--- src/rtl/sma_pkg.sv ---
// Shared types and defaults for the serial match arbiter.
// The optional SMA_PATTERN_PROG_EN build adds a programmable pattern port.
package sma_pkg;

  typedef enum logic [1:0] {
    IDLE  = 2'd0,
    SHIFT = 2'd1,
    RESP  = 2'd2
  } sma_state_e;

  localparam logic [3:0] SMA_DEFAULT_PATTERN = 4'b1010;
  localparam int         SMA_DEFAULT_N_REQ   = 4;
  localparam int         SMA_DEFAULT_W       = 8;

endpackage

--- src/rtl/serial_match_arbiter_if.sv ---
// Request/response bundle between requesters, consumer and the serial match arbiter.
// master = requester/consumer side, slave = arbiter side.
interface serial_match_arbiter_if
  import sma_pkg::*;
#(
  parameter int N_REQ = SMA_DEFAULT_N_REQ,
  parameter int W     = SMA_DEFAULT_W
);

  localparam int IDW = $clog2(N_REQ);
  localparam int CW  = $clog2(W / 4 + 1);

  logic [N_REQ-1:0]   req_valid;
  logic [N_REQ*W-1:0] req_data;
  logic [N_REQ-1:0]   req_ready;
  logic               resp_valid;
  logic [IDW-1:0]     resp_id;
  logic [CW-1:0]      resp_count;
  logic               resp_ready;

  modport master (
    output req_valid, req_data, resp_ready,
    input  req_ready, resp_valid, resp_id, resp_count
  );

  modport slave (
    input  req_valid, req_data, resp_ready,
    output req_ready, resp_valid, resp_id, resp_count
  );

endinterface

--- src/rtl/sma_bit_matcher.sv ---
// Mealy non-overlapping 4-bit pattern detector; history restarts on clr or on a match.
module sma_bit_matcher (
  input  logic       clk,
  input  logic       rst,
  input  logic       clr,
  input  logic       bit_valid,
  input  logic       bit_in,
  input  logic [3:0] pattern,
  output logic       match
);

  logic [2:0] hist_reg;
  logic [1:0] len_reg;

  // A match needs three remembered bits plus the bit arriving this cycle.
  assign match = bit_valid && !clr && (len_reg == 2'd3) && ({hist_reg, bit_in} == pattern);

  always_ff @(posedge clk) begin
    if (rst || clr) begin
      hist_reg <= '0;
      len_reg  <= '0;
    end else if (bit_valid) begin
      if (match) begin
        hist_reg <= '0;
        len_reg  <= '0;
      end else begin
        hist_reg <= {hist_reg[1:0], bit_in};
        if (len_reg != 2'd3) begin
          len_reg <= len_reg + 2'd1;
        end
      end
    end
  end

endmodule

--- src/rtl/serial_match_arbiter.sv ---
// Round-robin arbiter that serializes the granted word MSB first and counts pattern hits.
// Define SMA_PATTERN_PROG_EN to add a 4-bit pattern input sampled at acceptance.
module serial_match_arbiter
  import sma_pkg::*;
#(
  parameter int N_REQ = SMA_DEFAULT_N_REQ,
  parameter int W     = SMA_DEFAULT_W
)(
  input logic clk,
  input logic rst,
`ifdef SMA_PATTERN_PROG_EN
  input logic [3:0] pattern,
`endif
  serial_match_arbiter_if.slave bus
);

  localparam int IDW = $clog2(N_REQ);
  localparam int CW  = $clog2(W / 4 + 1);
  localparam int BCW = $clog2(W);
  localparam logic [CW-1:0] MAX_COUNT = CW'(W / 4);

  sma_state_e state_reg, state_next;

  logic [IDW-1:0]   rr_ptr_reg;
  logic [IDW-1:0]   id_reg;
  logic [W-1:0]     word_reg;
  logic [BCW-1:0]   bit_cnt_reg;
  logic [CW-1:0]    count_reg;
  logic [3:0]       pattern_sel;

  logic [N_REQ-1:0] above_ptr;
  logic [N_REQ-1:0] masked_valid;
  logic [IDW-1:0]   grant_idx;
  logic [IDW-1:0]   hi_idx;
  logic [IDW-1:0]   lo_idx;
  logic             hi_found;
  logic             accept;
  logic             shift_en;
  logic             last_bit;
  logic             match;

  // Requesters after the last grant win first; otherwise wrap to the lowest index.
  generate
    for (genvar gi = 0; gi < N_REQ; gi++) begin : g_mask
      assign above_ptr[gi]     = (IDW'(gi) > rr_ptr_reg);
      assign masked_valid[gi]  = bus.req_valid[gi] && above_ptr[gi];
      assign bus.req_ready[gi] = accept && (grant_idx == IDW'(gi));
    end
  endgenerate

  always_comb begin
    hi_found = 1'b0;
    hi_idx   = '0;
    lo_idx   = '0;
    for (int i = N_REQ - 1; i >= 0; i--) begin
      if (masked_valid[i]) begin
        hi_found = 1'b1;
        hi_idx   = IDW'(i);
      end
      if (bus.req_valid[i]) begin
        lo_idx = IDW'(i);
      end
    end
    grant_idx = hi_found ? hi_idx : lo_idx;
  end

  assign accept   = (state_reg == IDLE) && (|bus.req_valid) && !rst;
  assign shift_en = (state_reg == SHIFT);
  assign last_bit = shift_en && (bit_cnt_reg == BCW'(W - 1));

  always_ff @(posedge clk) begin
    if (rst) begin
      state_reg <= IDLE;
    end else begin
      state_reg <= state_next;
    end
  end

  always_comb begin
    state_next = state_reg;
    case (state_reg)
      IDLE:    if (accept) state_next = SHIFT;
      SHIFT:   if (last_bit) state_next = RESP;
      RESP:    if (bus.resp_ready) state_next = IDLE;
      default: state_next = IDLE;
    endcase
  end

`ifdef SMA_PATTERN_PROG_EN
  logic [3:0] pattern_reg;

  always_ff @(posedge clk) begin
    if (rst) begin
      pattern_reg <= SMA_DEFAULT_PATTERN;
    end else if (accept) begin
      pattern_reg <= pattern;
    end
  end

  assign pattern_sel = pattern_reg;
`else
  assign pattern_sel = SMA_DEFAULT_PATTERN;
`endif

  always_ff @(posedge clk) begin
    if (rst) begin
      rr_ptr_reg  <= IDW'(N_REQ - 1);
      id_reg      <= '0;
      word_reg    <= '0;
      bit_cnt_reg <= '0;
      count_reg   <= '0;
    end else if (accept) begin
      rr_ptr_reg  <= grant_idx;
      id_reg      <= grant_idx;
      word_reg    <= bus.req_data[int'(grant_idx)*W +: W];
      bit_cnt_reg <= '0;
      count_reg   <= '0;
    end else if (shift_en) begin
      word_reg    <= {word_reg[W-2:0], 1'b0};
      bit_cnt_reg <= bit_cnt_reg + 1'b1;
      if (match && (count_reg != MAX_COUNT)) begin
        count_reg <= count_reg + 1'b1;
      end
    end
  end

  sma_bit_matcher u_matcher (
    .clk       (clk),
    .rst       (rst),
    .clr       (accept),
    .bit_valid (shift_en),
    .bit_in    (word_reg[W-1]),
    .pattern   (pattern_sel),
    .match     (match)
  );

  assign bus.resp_valid = (state_reg == RESP);
  assign bus.resp_id    = id_reg;
  assign bus.resp_count = count_reg;

endmodule

--- src/flat_wrapper.sv ---
// flat-port wrapper written by rule: the top's interface ports become plain ports
module serial_match_arbiter_flat import sma_pkg::*;
#(
  parameter int N_REQ = SMA_DEFAULT_N_REQ,
  parameter int W     = SMA_DEFAULT_W
)
  (clk, rst, bus_req_valid, bus_req_data, bus_resp_ready, bus_req_ready, bus_resp_valid, bus_resp_id, bus_resp_count);
  serial_match_arbiter_if #(.N_REQ(N_REQ), .W(W)) bus_i ();
  input logic clk;
  input logic rst;
  input wire logic [$bits(bus_i.req_valid)-1:0] bus_req_valid;
  input wire logic [$bits(bus_i.req_data)-1:0] bus_req_data;
  input wire logic [$bits(bus_i.resp_ready)-1:0] bus_resp_ready;
  output wire logic [$bits(bus_i.req_ready)-1:0] bus_req_ready;
  output wire logic [$bits(bus_i.resp_valid)-1:0] bus_resp_valid;
  output wire logic [$bits(bus_i.resp_id)-1:0] bus_resp_id;
  output wire logic [$bits(bus_i.resp_count)-1:0] bus_resp_count;
  assign bus_i.req_valid = bus_req_valid;
  assign bus_i.req_data = bus_req_data;
  assign bus_i.resp_ready = bus_resp_ready;
  assign bus_req_ready = bus_i.req_ready;
  assign bus_resp_valid = bus_i.resp_valid;
  assign bus_resp_id = bus_i.resp_id;
  assign bus_resp_count = bus_i.resp_count;
  serial_match_arbiter #(.N_REQ(N_REQ), .W(W)) u_core (.clk(clk), .rst(rst), .bus(bus_i));
endmodule
--- config.mk ---
export PLATFORM = sky130hd
export DESIGN_NAME = serial_match_arbiter_flat
export DESIGN_NICKNAME = d
export VERILOG_FILES = /design/src/rtl/sma_pkg.sv /design/src/rtl/serial_match_arbiter_if.sv /design/src/rtl/sma_bit_matcher.sv /design/src/rtl/serial_match_arbiter.sv /design/src/flat_wrapper.sv
export SDC_FILE = /design/constraint.sdc
export NUM_CORES = 1
export LEC_CHECK = 0
export ABC_AREA = 1
export CAP_MARGIN = 10
export CORE_ASPECT_RATIO = 0.7
export CORE_MARGIN = 2
export CORE_UTILIZATION = 28
export CTS_CLUSTER_DIAMETER = 150
export DETAILED_ROUTE_END_ITERATION = 16
export HOLD_SLACK_MARGIN = 0.15
export PLACE_DENSITY = 0.51
export REMOVE_ABC_BUFFERS = 1
export SYNTH_ARGS = -nofsm -noshare
export SYNTH_HDL_FRONTEND = slang
export SYNTH_HIERARCHICAL = 1
export SYNTH_SLANG_ARGS = --single-unit
--- constraint.sdc ---
create_clock -name clk -period 2 [get_ports clk]
set_input_delay 0.4 -clock clk [delete_from_list [all_inputs] [get_ports clk]]
set_output_delay 0.4 -clock clk [all_outputs]
set_load 0.005 [all_outputs]
==> results of run 1 <==
[final cells by class]
| class | instances | area (um2) | share of cell area [%] |
|---|---|---|---|
| Multi-Input combinational cell | 187 | 1090 | 41.4 |
| Sequential cell | 24 | 485 | 18.4 |
| Tap cell | 75 | 93.8 | 3.55 |
| Timing Repair Buffer | 83 | 738 | 27.9 |
| Inverter | 50 | 190 | 7.20 |
| Clock buffer | 3 | 41.3 | 1.56 |
[metrics by stage]
step / power, mW / setup TNS (ns) / area, um2
after CTS: 1.44 / 0 / 2550
after floorplan: 0.876 / 0 / 1670
after global placement: 1.14 / -4.78 / 2450
after detailed placement: 1.14 / -4.92 / 2450
final: 1.47 / 0 / 2640
after global routing: 1.58 / 0 / 2640
[power by group]
part	leakage, nW	total, mW	internal [mW]	switching [mW]
combinational	1.05	0.619	0.300	0.318
clock	0.0216	0.286	0.135	0.151
sequential	0.197	0.561	0.531	0.0296
total	1.27	1.47	0.966	0.499
[placed cells by master (no fill, tap or decap), types with 2 or more instances in the layout]
master,Yosys,final
nor2_1,27,22
clkbuf_8,0,3
nand3_2,2,3
o211ai_2,4,4
inv_1,43,39
nand2_2,7,7
o21ai_0,8,8
clkdlybuf4s15_1,0,2
a21oi_1,9,9
buf_12,0,2
nand2_1,55,52
xor2_1,2,2
clkbuf_2,0,5
nor2_2,3,3
o22ai_1,4,4
o21ai_1,2,2
nand2_4,2,4
ha_1,4,4
buf_4,1,33
nor3_2,0,2
nand3_1,34,33
nand3b_1,5,5
clkdlybuf4s50_1,0,38
inv_2,6,9
conb_1,2,8
dfxtp_1,24,22
nor2_4,2,7
[layer usage]
metal | share of wire (%) | vias to the layer above
met2 | 40 | 37
met1 | 55 | 770
li1 | - | 989
met3 | 5.2 | 0
met5 | 0 | -
met4 | 0 | 0
[worst max-delay path, delay by kind of cell (launching register included)]
kind | cells | cell delay [ns]
buffers and inverters | 1 | 0.12
DFF | 1 | 0.36
and+or+nand+nor | 8 | 0.73
[cells by family after synthesis]
| family | synth area share [%] |
|---|---|
| AND/OR/NAND/NOR | 41.4 |
| other | 0.446 |
| XOR/XNOR | 1.04 |
| flip-flops | 28.6 |
| AO/OA/AOI/OAI | 12.4 |
| buffers and inverters | 13.2 |
| adder cells (fa/ha/maj) | 2.97 |
[path summary, 6_finish.rpt]
kind,from,to,slack [ns],cells after the start
max,u_core/rr_ptr_reg[1]$_SDFFE_PP1P_,bus_req_ready[1],0.13,9
min,u_core/bit_cnt_reg[2]$_SDFFE_PP0P_,u_core/bit_cnt_reg[2]$_SDFFE_PP0P_,0.47,2
max reg2reg,u_core/state_reg[0]$_SDFFE_PP0P_,u_core/bus.resp_count[0]$_SDFFE_PP0P_,0.29,14
min reg2reg,u_core/bit_cnt_reg[2]$_SDFFE_PP0P_,u_core/bit_cnt_reg[2]$_SDFFE_PP0P_,0.47,2
[repair_timing]
item	CTS	global route
pin swaps	6	10
setup endpoints to repair	8	8
resized for setup	23	31
setup buffers	3	4
==> summary.md, run 1 <==
| Metric | Value |
|---|---|
| Finished Layout Cells | `422` |
| Rows | `23` |
| DP Cell Count | `412` |
| P&R area growth vs syn | `57.0%` |
| Mean post-synth cell area | `6.50 um2` |
| Fmax | `535 MHz` |
| Tightest Hold Check Type | `reg2reg` |
| Max reg flops | `8` |
| Synth async-reset ratio | `0%` |
| Crit start category | `register` |
| Port Buffer Count | `47` |
| Worst Path Required | `1.60 ns` |
| Most common cell in the synthesized netlist | `nand2_1` |
| Worst-path fanout max | `5` |
| Number of distinct library cells after synthesis | `32` |
| Endpoint class of the critical path | `output port` |
| PwrDens | `555 nW/um2` |
| Worst-Skew Late Latency | `0.26 ns` |
| Synth Flop Type | `dfxtp_1` |
| Top cell type's share of synthesized area | `28.6%` |
| Vias per Instance | `4.26` |
| Commonest cells post-synth | `55 x nand2_1, 43 x inv_1, 34 x nand3_1, 27 x nor2_1, 24 x dfxtp_1` |
| Layout cells sized above 1 | `27.1%` |
| Fin crit share | `93.5%` |
| Top cells by area, synth | `dfxtp_1 29%, nand2_1 12%, nand3_1 10%, inv_1 9.6%, nor2_1 6.0%` |
| Met1 Use GR | `20.0%` |
| Synthesized instance count | `259` |
| Unrepaired setup endpoints after global routing | `false` |
| Critical Path, Cell by Cell | `nand2_1 -> nand2_4 -> nand2_2 -> nor2_4 -> nand2_4 -> nand2_8 -> nand2_2 -> nor2_2 -> buf_2` |
| Initial DRC count | `61` |
| Vias | `1796` |
| H-tree levels | `1` |
| N_diodes | `0` |
| Setup ws final | `0.131 ns` |
| ANT nets after route | `0` |
| Register bit total from synthesis | `24` |
| Filler cells | `624` |
| Maximum VDD drop | `0.000241 V` |
| Clk sinks | `24` |
| GRT Residual Overflow | `0` |
| Seq/Total Area, Yosys | `28.6%` |
| Max-Cap Viols | `0` |
| Total GRT Usage | `14.0%` |
| Clk buf depth | `2` |
| First-pass GRT wire length | `7490 um` |
| P_leak | `1.27 nW` |
| Final Util | `45.9%` |
| CTS tree | `built` |
| Dpl ws | `-0.545 ns` |
| Core area | `5760 um2` |
| Largest net degree at the start of global routing | `18` |
| GRT met2 Usage | `22.0%` |
| CTS Root Buffer Type | `clkbuf_8` |
| Chip Width | `96.7 um` |
| Die ar. | `6660 um2` |
| Post-synth EDFFs | `0` |
| CP max stage cell | `dfxtp_2` |
| Status | `complete, no violations` |
| Setup Skew | `0.00225 ns` |
| Critical Path Max Stage Delay | `0.36 ns` |
| Busiest grt layer | `met2` |
| Clock slew at reported path FFs | `0.08 ns` |
| # setup viols final | `0` |
| DRT Pass-1 Iters | `4` |
| Overall die height | `68.9 um` |
| GR Util met3 | `3.73%` |
| Initial Util | `29.2%` |
| Vias in the first global route | `1632` |
| GP Congestion | `0.819` |
| CP arrival | `1.47 ns` |
| Num ports | `48` |
| Fin. Hold Viols | `0` |
| Net count, final | `392` |
| Number of synthesis warnings | `6` |
| Synth Cell Area | `1680 um2` |
| Hold Slack | `0.472 ns` |
| Routed WL per cell | `10.8 um` |
| Slew Viols, Final | `0` |
| Fin crit period | `1.87 ns` |
| Post-Route WL | `4570 um` |
| Synth area leader | `dfxtp_1` |
| Post-CTS Hold Buffers | `0` |
| Total CTS buffers | `3` |
| Initial antenna violation count | `0` |
| Type of the worst setup path | `reg2out` |
| Drc violations | `0` |
| Final HPWL DP | `3550 um` |
Power figures use the tool's default switching activity.
==> run 2, diff against run 1 <==
==> constraint.sdc (replaced) <==
create_clock -name clk -period 1.8 [get_ports clk]
set_input_delay 0.36 -clock clk [delete_from_list [all_inputs] [get_ports clk]]
set_output_delay 0.36 -clock clk [all_outputs]
set_load 0.005 [all_outputs]
==> summary.md, run 2 (synthesis gave the netlist of run 1 again) <==
| Metric | Value |
|---|---|
| Unrepaired setup endpoints after global routing | `true` |
| Hold Crit Start | `u_core/bit_cnt_reg[1]$_SDFFE_PP0P_` |
| Metal2 WL | `1770 um (-3.5%)` |
| R2R setup slack | `0.19 ns (-0.10 ns)` |
| WHS Path Cells | `2 (unchanged)` |
| Fin crit period | `1.83 ns` |
| FF-to-FF path depth | `14 (unchanged)` |
| Rows | `23 (unchanged)` |
| Sw power | `0.562 mW (+13%)` |
| Most used cell along the critical path | `nand2_4` |
| Clk buf depth | `2 (unchanged)` |
| Int Pwr | `1.15 mW (+19%)` |
| Vias | `1782 (-0.78%)` |
| Dpl ws | `-0.662 ns (-0.116 ns)` |
| P&R area growth vs syn | `61.5%` |
| Core area | `5760 um2 (unchanged)` |
| GP Congestion | `0.872 (+6.4%)` |
| Routed WL per cell | `10.4 um (-4.0%)` |
| R2R Path Start | `u_core/state_reg[1]$_SDFFE_PP0P_` |
| Num ports | `48 (unchanged)` |
| Clk sinks | `24 (unchanged)` |
| Fin crit share | `102%` |
| Max reg flops | `8 (unchanged)` |
| Layout cells sized above 1 | `30.4% (+3.4 points)` |
| CTS tree | `built` |
| Filler cells | `612 (-1.9%)` |
| Post-CTS Hold Buffers | `0 (unchanged)` |
| Post-Route WL | `4500 um (-1.5%)` |
| Worst Path Required | `1.44 ns (-0.16 ns)` |
| Chip Width | `96.7 um (unchanged)` |
| Drc violations | `0 (unchanged)` |
| Most frequent cells in the layout | `50 x nand2_1, 41 x buf_4, 39 x inv_1, 38 x clkdlybuf4s50_1, 33 x nand3_1` |
| # setup viols final | `1 (+1)` |
| Setup Skew | `0.00245 ns (+0.000199 ns)` |
| Clock power share | `21.4% (+1.9 points)` |
| Initial Util | `29.2% (unchanged)` |
| Sequential power share | `36.5% (-1.8 points)` |
| Placed cell areas | `2460 um2 (+0.31%)` |
| Combinational share of power | `42.1% (about the same)` |
| Setup ws final | `-0.0285 ns (-0.159 ns)` |
| Pwr Total | `1.71 mW (+17%)` |
| Met1 Routed Length | `2540 um (+2.0%)` |
| Largest net degree at the start of global routing | `18 (unchanged)` |
| Critical Path, Cell by Cell | `nand2_2 -> nand2_4 -> nand2_4 -> nor2_4 -> nand2_4 -> nand2_4 -> nand2_2 -> nor2_2 -> buf_2` |
| Sw Share | `32.9% (-1.2 points)` |
| P_leak | `1.33 nW (+5.0%)` |
| DRT Pass-1 Iters | `4 (unchanged)` |
| Worst-path fanout max | `5 (unchanged)` |
| Clock slew at reported path FFs | `0.08 ns (about the same)` |
| Leading cell type in the layout, fill and taps excluded | `nand2_1` |
| Worst r2r dst | `u_core/bus.resp_count[0]$_SDFFE_PP0P_` |
| First-pass GRT wire length | `7620 um (+1.8%)` |
| Vias per Instance | `4.12 (-3.3%)` |
| Total CTS buffers | `3 (unchanged)` |
| CP arrival | `1.47 ns (about the same)` |
| CP top delay family | `simple AND/OR/NAND/NOR gates` |
| GRT Residual Overflow | `0 (unchanged)` |
| Net count, final | `402 (+2.6%)` |
| Tightest Hold Check Type | `reg2reg` |
| Port Buffer Count | `47 (unchanged)` |
| PwrDens | `628 nW/um2 (+13%)` |
| Met3 wire len | `174 um (-27%)` |
| Initial antenna violation count | `0 (unchanged)` |
| Die ar. | `6660 um2 (unchanged)` |
| Total GRT Usage | `14.0% (+0.035 points)` |
| Type of the worst setup path | `reg2out` |
| Worst-Skew Late Latency | `0.26 ns (about the same)` |
| Final Cell Area | `2720 um2 (+2.9%)` |
| Buf/Inv on CP | `1 (unchanged)` |
| Endpoint class of the critical path | `output port` |
| N_diodes | `0 (unchanged)` |
| Initial DRC count | `58 (-4.9%)` |
| ANT nets after route | `0 (unchanged)` |
| H-tree levels | `1 (unchanged)` |
| Top Metal Used | `met4` |
| Crit start category | `register` |
| CP max stage cell | `dfxtp_2` |
| Status | `finished, violations left` |
| Final HPWL DP | `3570 um (+0.49%)` |
| Hold Path End | `u_core/bit_cnt_reg[1]$_SDFFE_PP0P_` |
| Slew Viols, Final | `0 (unchanged)` |
| Max-Cap Viols | `0 (unchanged)` |
| Maximum VDD drop | `0.000318 V (+32%)` |
| Overall die height | `68.9 um (unchanged)` |
| Fmax | `547 MHz` |
| Critical Path Max Stage Delay | `0.37 ns (about the same)` |
| CTS Root Buffer Type | `clkbuf_8` |
| Vias in the first global route | `1656 (+1.5%)` |
| Violated checks | `negative setup slack` |
| Fin. Hold Viols | `0 (unchanged)` |
[run 2: changes by cell type in the layout (fill, tap and decap cells not counted), moves of 2 or more]
cell / change
buf_12: -2
buf_4: +8
nand2_1: -2
buf_6: +4
nor2_2: +2
dfxtp_2: +2
nand2_4: +4
nor2_4: -2
buf_2: +3
clkbuf_2: -2
[run 2: layer usage]
layer,GRT usage (%),up-vias
met5,0,-
met4,1.58,0
met3,3.43,2
met2,21.5,30
met1,20.6,746
li1,-,1004
[run 2: worst min-delay path: stages (launching register included)]
cell and delay, ns:
dfxtp_1 0.32, nand2_1 0.06, a21oi_1 0.05
[run 2: what timing repair did]
action                     in CTS  in global routing
pin swaps                       8                 19
resized for setup              39                 26
setup endpoints to repair      11                  8
setup buffers                  10                  6
[run 2: final cells by class]
class	instances	area [um2]	share of cell area (%)
timing repair buffer	93	798	29.4
multi-input combinational	187	1090	40.2
inverter	50	193	7.09
sequential	24	484	17.8
tap	75	93.8	3.45
clock buffer	4	55.1	2.03
[run 2: power by group through the flow]
stage                     combinational [mW]  clock (mW)  sequential [mW]
final                                  0.719       0.365            0.623
after global routing                   0.800       0.407            0.631
after CTS                              0.675       0.382            0.620
after detailed placement               0.632           0            0.633
after global placement                 0.632           0            0.632
after floorplan                        0.348           0            0.626
[run 2: how the worst max path moves through the flow]
stage | from | end | cells after the start
after detailed placement | bus_req_valid[3] | bus_req_ready[1] | 8
final | u_core/rr_ptr_reg[1]$_SDFFE_PP1P_ | bus_req_ready[1] | 9
after global placement | bus_req_valid[2] | bus_req_ready[3] | 10
after global routing | u_core/rr_ptr_reg[1]$_SDFFE_PP1P_ | bus_req_ready[1] | 9
after CTS | u_core/rr_ptr_reg[1]$_SDFFE_PP1P_ | bus_req_ready[1] | 9
after floorplan | u_core/state_reg[1]$_SDFFE_PP0P_ | u_core/bus.resp_count[0]$_SDFFE_PP0P_ | 11
[run 2: through the flow]
step | utilization, % | hold slack (ns) | setup TNS [ns] | cells
after floorplan | - | 0.429 | 0 | 261
after global placement | 42.8 | 0.452 | -7.02 | 413
after detailed placement | 42.8 | 0.459 | -7.24 | 413
after CTS | 45.4 | 0.472 | -0.0534 | 427
after global routing | 47.2 | 0.485 | -0.261 | 433
final | 47.2 | 0.468 | -0.0285 | 433
